==> src/rtl/pattern_scan_ctrl.sv <==
// Word-to-serial sequencer for the 2-of-3 pattern detector: shifts each accepted word
// MSB-first into the detector and returns hit count / first hit index per word.
module pattern_scan_ctrl #(
  parameter int unsigned WORD_W = 16
) (
  input  logic                      clk,
  input  logic                      rstb,
  input  logic                      abort,
  input  logic                      in_valid,
  output logic                      in_ready,
  input  logic [WORD_W-1:0]         in_data,
  output logic                      det_enable,
  output logic                      det_serial,
  input  logic                      det_hit,
  output logic                      res_valid,
  input  logic                      res_ready,
  output logic [$clog2(WORD_W)-1:0] res_count,
  output logic                      res_any,
  output logic [$clog2(WORD_W)-1:0] res_first_idx
);

  localparam int unsigned IDX_W = $clog2(WORD_W);
  localparam logic [IDX_W-1:0] IDX_LAST = IDX_W'(WORD_W - 1);

  typedef enum logic [1:0] {IDLE, SHIFT, DRAIN, DONE} state_t;

  state_t            state, state_nxt;
  logic [WORD_W-1:0] sreg, sreg_nxt;
  logic [IDX_W-1:0]  idx, idx_nxt;
  logic [IDX_W-1:0]  prev_idx;
  logic              qual, qual_nxt;
  logic [IDX_W-1:0]  count_nxt, first_nxt;
  logic              any_nxt;
  logic              in_ready_nxt, det_enable_nxt, det_serial_nxt, res_valid_nxt;

  // Next-state, result accumulation and registered-output next values
  always_comb begin
    state_nxt = state;
    sreg_nxt  = sreg;
    idx_nxt   = idx;
    count_nxt = res_count;
    any_nxt   = res_any;
    first_nxt = res_first_idx;

    // qual/prev_idx line det_hit up with the bit that produced it one cycle earlier
    if (qual && det_hit) begin
      count_nxt = res_count + IDX_W'(1);
      if (!res_any) begin
        any_nxt   = 1'b1;
        first_nxt = prev_idx;
      end
    end

    case (state)
      IDLE: begin
        if (in_valid && in_ready) begin
          state_nxt = SHIFT;
          sreg_nxt  = in_data;
          idx_nxt   = '0;
          count_nxt = '0;
          any_nxt   = 1'b0;
          first_nxt = '0;
        end
      end
      SHIFT: begin
        sreg_nxt = sreg << 1;
        idx_nxt  = idx + IDX_W'(1);
        if (idx == IDX_LAST) begin
          state_nxt = DRAIN;
        end
      end
      DRAIN: state_nxt = DONE;
      DONE: begin
        if (res_ready) begin
          state_nxt = IDLE;
        end
      end
      default: state_nxt = IDLE;
    endcase

    if (abort) begin
      state_nxt = IDLE;
      idx_nxt   = '0;
      count_nxt = '0;
      any_nxt   = 1'b0;
      first_nxt = '0;
    end

    qual_nxt       = (state == SHIFT) && !abort;
    in_ready_nxt   = (state_nxt == IDLE);
    det_enable_nxt = (state_nxt == SHIFT);
    det_serial_nxt = (state_nxt == SHIFT) ? sreg_nxt[WORD_W-1] : 1'b0;
    res_valid_nxt  = (state_nxt == DONE);
  end

  always_ff @(posedge clk or negedge rstb) begin
    if (!rstb) begin
      state         <= IDLE;
      sreg          <= '0;
      idx           <= '0;
      prev_idx      <= '0;
      qual          <= 1'b0;
      in_ready      <= 1'b0;
      det_enable    <= 1'b0;
      det_serial    <= 1'b0;
      res_valid     <= 1'b0;
      res_count     <= '0;
      res_any       <= 1'b0;
      res_first_idx <= '0;
    end else begin
      state         <= state_nxt;
      sreg          <= sreg_nxt;
      idx           <= idx_nxt;
      prev_idx      <= idx;
      qual          <= qual_nxt;
      in_ready      <= in_ready_nxt;
      det_enable    <= det_enable_nxt;
      det_serial    <= det_serial_nxt;
      res_valid     <= res_valid_nxt;
      res_count     <= count_nxt;
      res_any       <= any_nxt;
      res_first_idx <= first_nxt;
    end
  end

endmodule

==> config.mk <==
export PLATFORM = sky130hd
export DESIGN_NAME = pattern_scan_ctrl
export DESIGN_NICKNAME = d
export VERILOG_FILES = /design/src/rtl/pattern_scan_ctrl.sv
export SDC_FILE = /design/constraint.sdc
export NUM_CORES = 1
export LEC_CHECK = 0
export CORE_ASPECT_RATIO = 1.2
export CORE_MARGIN = 2
export CORE_UTILIZATION = 35
export CTS_BUF_LIST = sky130_fd_sc_hd__clkbuf_4
export DETAILED_ROUTE_END_ITERATION = 10
export DONT_BUFFER_PORTS = 1
export PLACE_DENSITY = 0.46
export SLEW_MARGIN = 40
export SYNTH_ARGS = -nofsm -noshare
export SYNTH_HDL_FRONTEND = slang
export SYNTH_SLANG_ARGS = --single-unit
==> constraint.sdc <==
create_clock -name clk -period 3 [get_ports clk]
set_input_delay 0 -clock clk [delete_from_list [all_inputs] [get_ports clk]]
set_output_delay 0 -clock clk [all_outputs]
set_load 0.005 [all_outputs]
==> flow_metrics.env <==
export IMPL_cap_violations=0
export IMPL_design_area_um2=2070
export IMPL_period_share_pct=62.8
export IMPL_crit_fanout=17
export IMPL_synth_seq_cells=39
export IMPL_vias_per_cell=5.40
export IMPL_drv_slew=0
export IMPL_pwr_share_seq_pct=57.7
export IMPL_num_io_pins=35
export IMPL_end_kind="flop"
export IMPL_critPathRequiredTime_ns=3.28
export IMPL_setup_tns_final_ns=0
export IMPL_grt_pass1_wl_um=5910
export IMPL_synth_fa_ha_area_share_pct=1.43
export IMPL_ys_warn_count=0
export IMPL_p_clk_share_pct=25.8
export IMPL_power_switching_mw=0.274
export IMPL_critPathSlowestCell="dfrtp_1"
export IMPL_drive_above_1_share_pct=8.43
export IMPL_clock_latency_ns=0.34
export IMPL_cts_tree="built"
export IMPL_vias=1285
export IMPL_multi_input_area_um2=724
export IMPL_grt_max_degree=40
export IMPL_slew_headroom_pct=58.5
export IMPL_cts_sinks=39
export IMPL_worstSetupPathType="flop to flop"
export IMPL_dr_pass1_iters=4
export IMPL_synth_compound_area_share_pct=19.8
export IMPL_synth_avg_cell_area_um2=11.2
export IMPL_drc=0
export IMPL_crit_chain="nor2b_1 -> nand2_1 -> a21oi_1 -> dlygate4sd3_1"
export IMPL_grt_total_usage_pct=14.6
export IMPL_synth_mux_area_share_pct=2.29
export IMPL_fin_nets=201
export IMPL_fp_dieH_um=81.5
export IMPL_ant_nets=0
export IMPL_critical_path_arrival_ns=2.16
export IMPL_rows=28
export IMPL_cts_root_buffer="clkbuf_4"
export IMPL_drtIter0Drc=29
export IMPL_place_gp_congestion=0.701
export IMPL_synth_xor_area_share_pct=1.50
export IMPL_core_um2=4870
export IMPL_synth_simple_gate_area_share_pct=16.4
export IMPL_hold_violations=0
export IMPL_critPathLaunchType="flop"
export IMPL_numCtsBuffers=5
export IMPL_ys_seq_area_share_pct=55.7
export IMPL_die_w_um=68.6
export IMPL_fmax_ghz=0.531
export IMPL_fin_hold_ws_ns=0.0199
export IMPL_initial_utilization_pct=36.0
export IMPL_numPortBuffers=0
export IMPL_clkSlewWorstSetupHoldPaths_ns=0.12
export IMPL_holdCritPathClass="input port to flop"
export IMPL_synthCells=156
export IMPL_fillers=464
export IMPL_setup_ws_ns=1.12
export IMPL_die_area_um2=5590
export IMPL_antennaDiodeCount=0
export IMPL_p_leak_nw=0.881
export IMPL_antenna_found_initial=0
export IMPL_power_frac_comb_pct=16.5
export IMPL_wl_per_cell_um=15.3
export IMPL_areaGrowthSynthToFinish_pct=18.4
export IMPL_grt_overflow_total=0
export IMPL_tightestPinTransition_ns=0.622
export IMPL_synth_top_family_by_area="compound AO/OA/AOI/OAI gates"
export IMPL_min_period_ns=1.88
export IMPL_fin_skew_ns=0.0119
export IMPL_cellPowerDensity_nw_per_um2=512
export IMPL_preCtsSetupSlack_ns=1.29
export IMPL_rsz0062_at_grt="false"
export IMPL_drt_wl_total_um=3630
export IMPL_dpl_hpwl_um=2340
export IMPL_clockBufferDepth=2
export IMPL_syn_cell_area_um2=1750
export IMPL_regArea_um2=976
export IMPL_slowest_delay_ns=0.69
export IMPL_synth_nets=180
export IMPL_synth_cell_types=31
export IMPL_status="completed"
export IMPL_grt_pass1_vias=1239
export IMPL_cts_htree_levels=2
export IMPL_swShare_pct=25.8
export IMPL_intPower_mw=0.788
export IMPL_place_area_um2=1790
export IMPL_setup_viol=0
export IMPL_irDropWorstVdd_uv=250
export IMPL_power_mw=1.06
==> path summary, 6_finish.rpt <==
kind,startpoint,to,slack [ns],cells past startpoint
min reg2reg,idx[1],prev_idx[1],0.46,0
max,state[0],idx[1],1.12,4
min in group asynchronous,rstb,det_enable,0.13,2
max in group asynchronous,rstb,res_count[0],2.67,2
max reg2reg,state[0],idx[1],1.12,4
min,in_data[0],sreg[0],0.02,3
==> final cells by class <==
type / instances / area share [%]
Clock buffer: 7 / 2.53
Clock inverter: 1 / 0.241
Inverter: 1 / 0.181
Multi-Input combinational cell: 107 / 34.9
Sequential cell: 39 / 47.0
Tap cell: 60 / 3.62
Timing Repair Buffer: 23 / 11.5
==> sequential cells by signal (all words and copies together), names as in the netlist, 2 cells and up <==
signal / count
sreg: 15
idx: 4
prev_idx: 4
res_count: 4
res_first_idx: 4
state: 2
==> cells in the mapped netlist (all sizes together) <==
cell type  instances  share of area [%]
a211oi             1               0.71
a21o               1               0.43
a21oi              9                2.8
a2bb2oi           14                7.0
a41o               1               0.57
and2               1               0.36
and4b              1               0.57
buf                7                2.3
clkbuf             2               0.43
dfrtp             39                 56
ha                 2                1.4
inv                1               0.21
mux2i              4                2.3
nand2              6                1.3
nand2b            15                5.4
nand3              4                1.1
nand3b             3                1.3
nand4              1               0.36
nor2              12                2.7
nor2b              3                1.1
nor3               1               0.29
nor4b              1               0.86
o21ai              5                1.4
o21bai             1               0.43
o31ai             15                6.4
or2                1               0.36
or3                2               0.71
xor2               3                1.5
==> power groups by stage <==
stage	Clock (mW)	Sequential (mW)	Combinational, mW
floorplan	0	0.609	0.128
global placement	0	0.621	0.135
detailed placement	0	0.622	0.140
CTS	0.292	0.612	0.179
global route	0.315	0.621	0.197
finish	0.274	0.613	0.176
==> cell usage in the layout, fill, tap and decap left out, drive strengths merged, types with 5 or more instances in the layout <==
cell type	Yosys	routed
a21oi	9	9
a2bb2oi	14	14
clkbuf	2	7
dfrtp	39	39
dlygate4sd3	0	21
nand2	6	6
nand2b	15	15
nor2	12	12
o21ai	5	5
o31ai	15	15
==> worst max-delay path, delay by kind of cell, from the launching register on <==
family	cells	cell delay (ns)
AO/OA/AOI/OAI	1	0.12
AND/OR/NAND/NOR	2	0.45
buffers and inverters	1	0.55
flip-flops	1	0.69
==> what timing repair did <==
item,in CTS,in global routing
buffers inserted,0,0
endpoints found under the setup margin,0,0
endpoints found under the hold margin,67,0
gates resized for setup,0,0
hold buffers,22,0
==> metal layers <==
metal / part of all wire, % / up-vias / global-route usage, %
li1: - / 610 / -
met2: 51 / 29 / 23.4
met3: 4.5 / 5 / 3.42
met4: 1.3 / 0 / 7.20
met5: 0 / - / 0
met1: 43 / 641 / 18.2
==> through the flow <==
stage,util [%],instances
6_report,42.6,238
5_1_grt,42.6,238
4_1_cts,42.6,238
3_5_place_dp,36.7,208
3_3_place_gp,36.7,208
2_1_floorplan,-,156
==> kinds of logic after synthesis <==
family                   count (synthesis)
AO/OA/AOI/OAI                           47
XOR/XNOR                                 3
adder cells (fa/ha/maj)                  2
buffers and inverters                   10
flip-flops                              39
multiplexers                             4
AND/OR/NAND/NOR                         51
No activity file was read; power rests on OpenSTA's default activity.
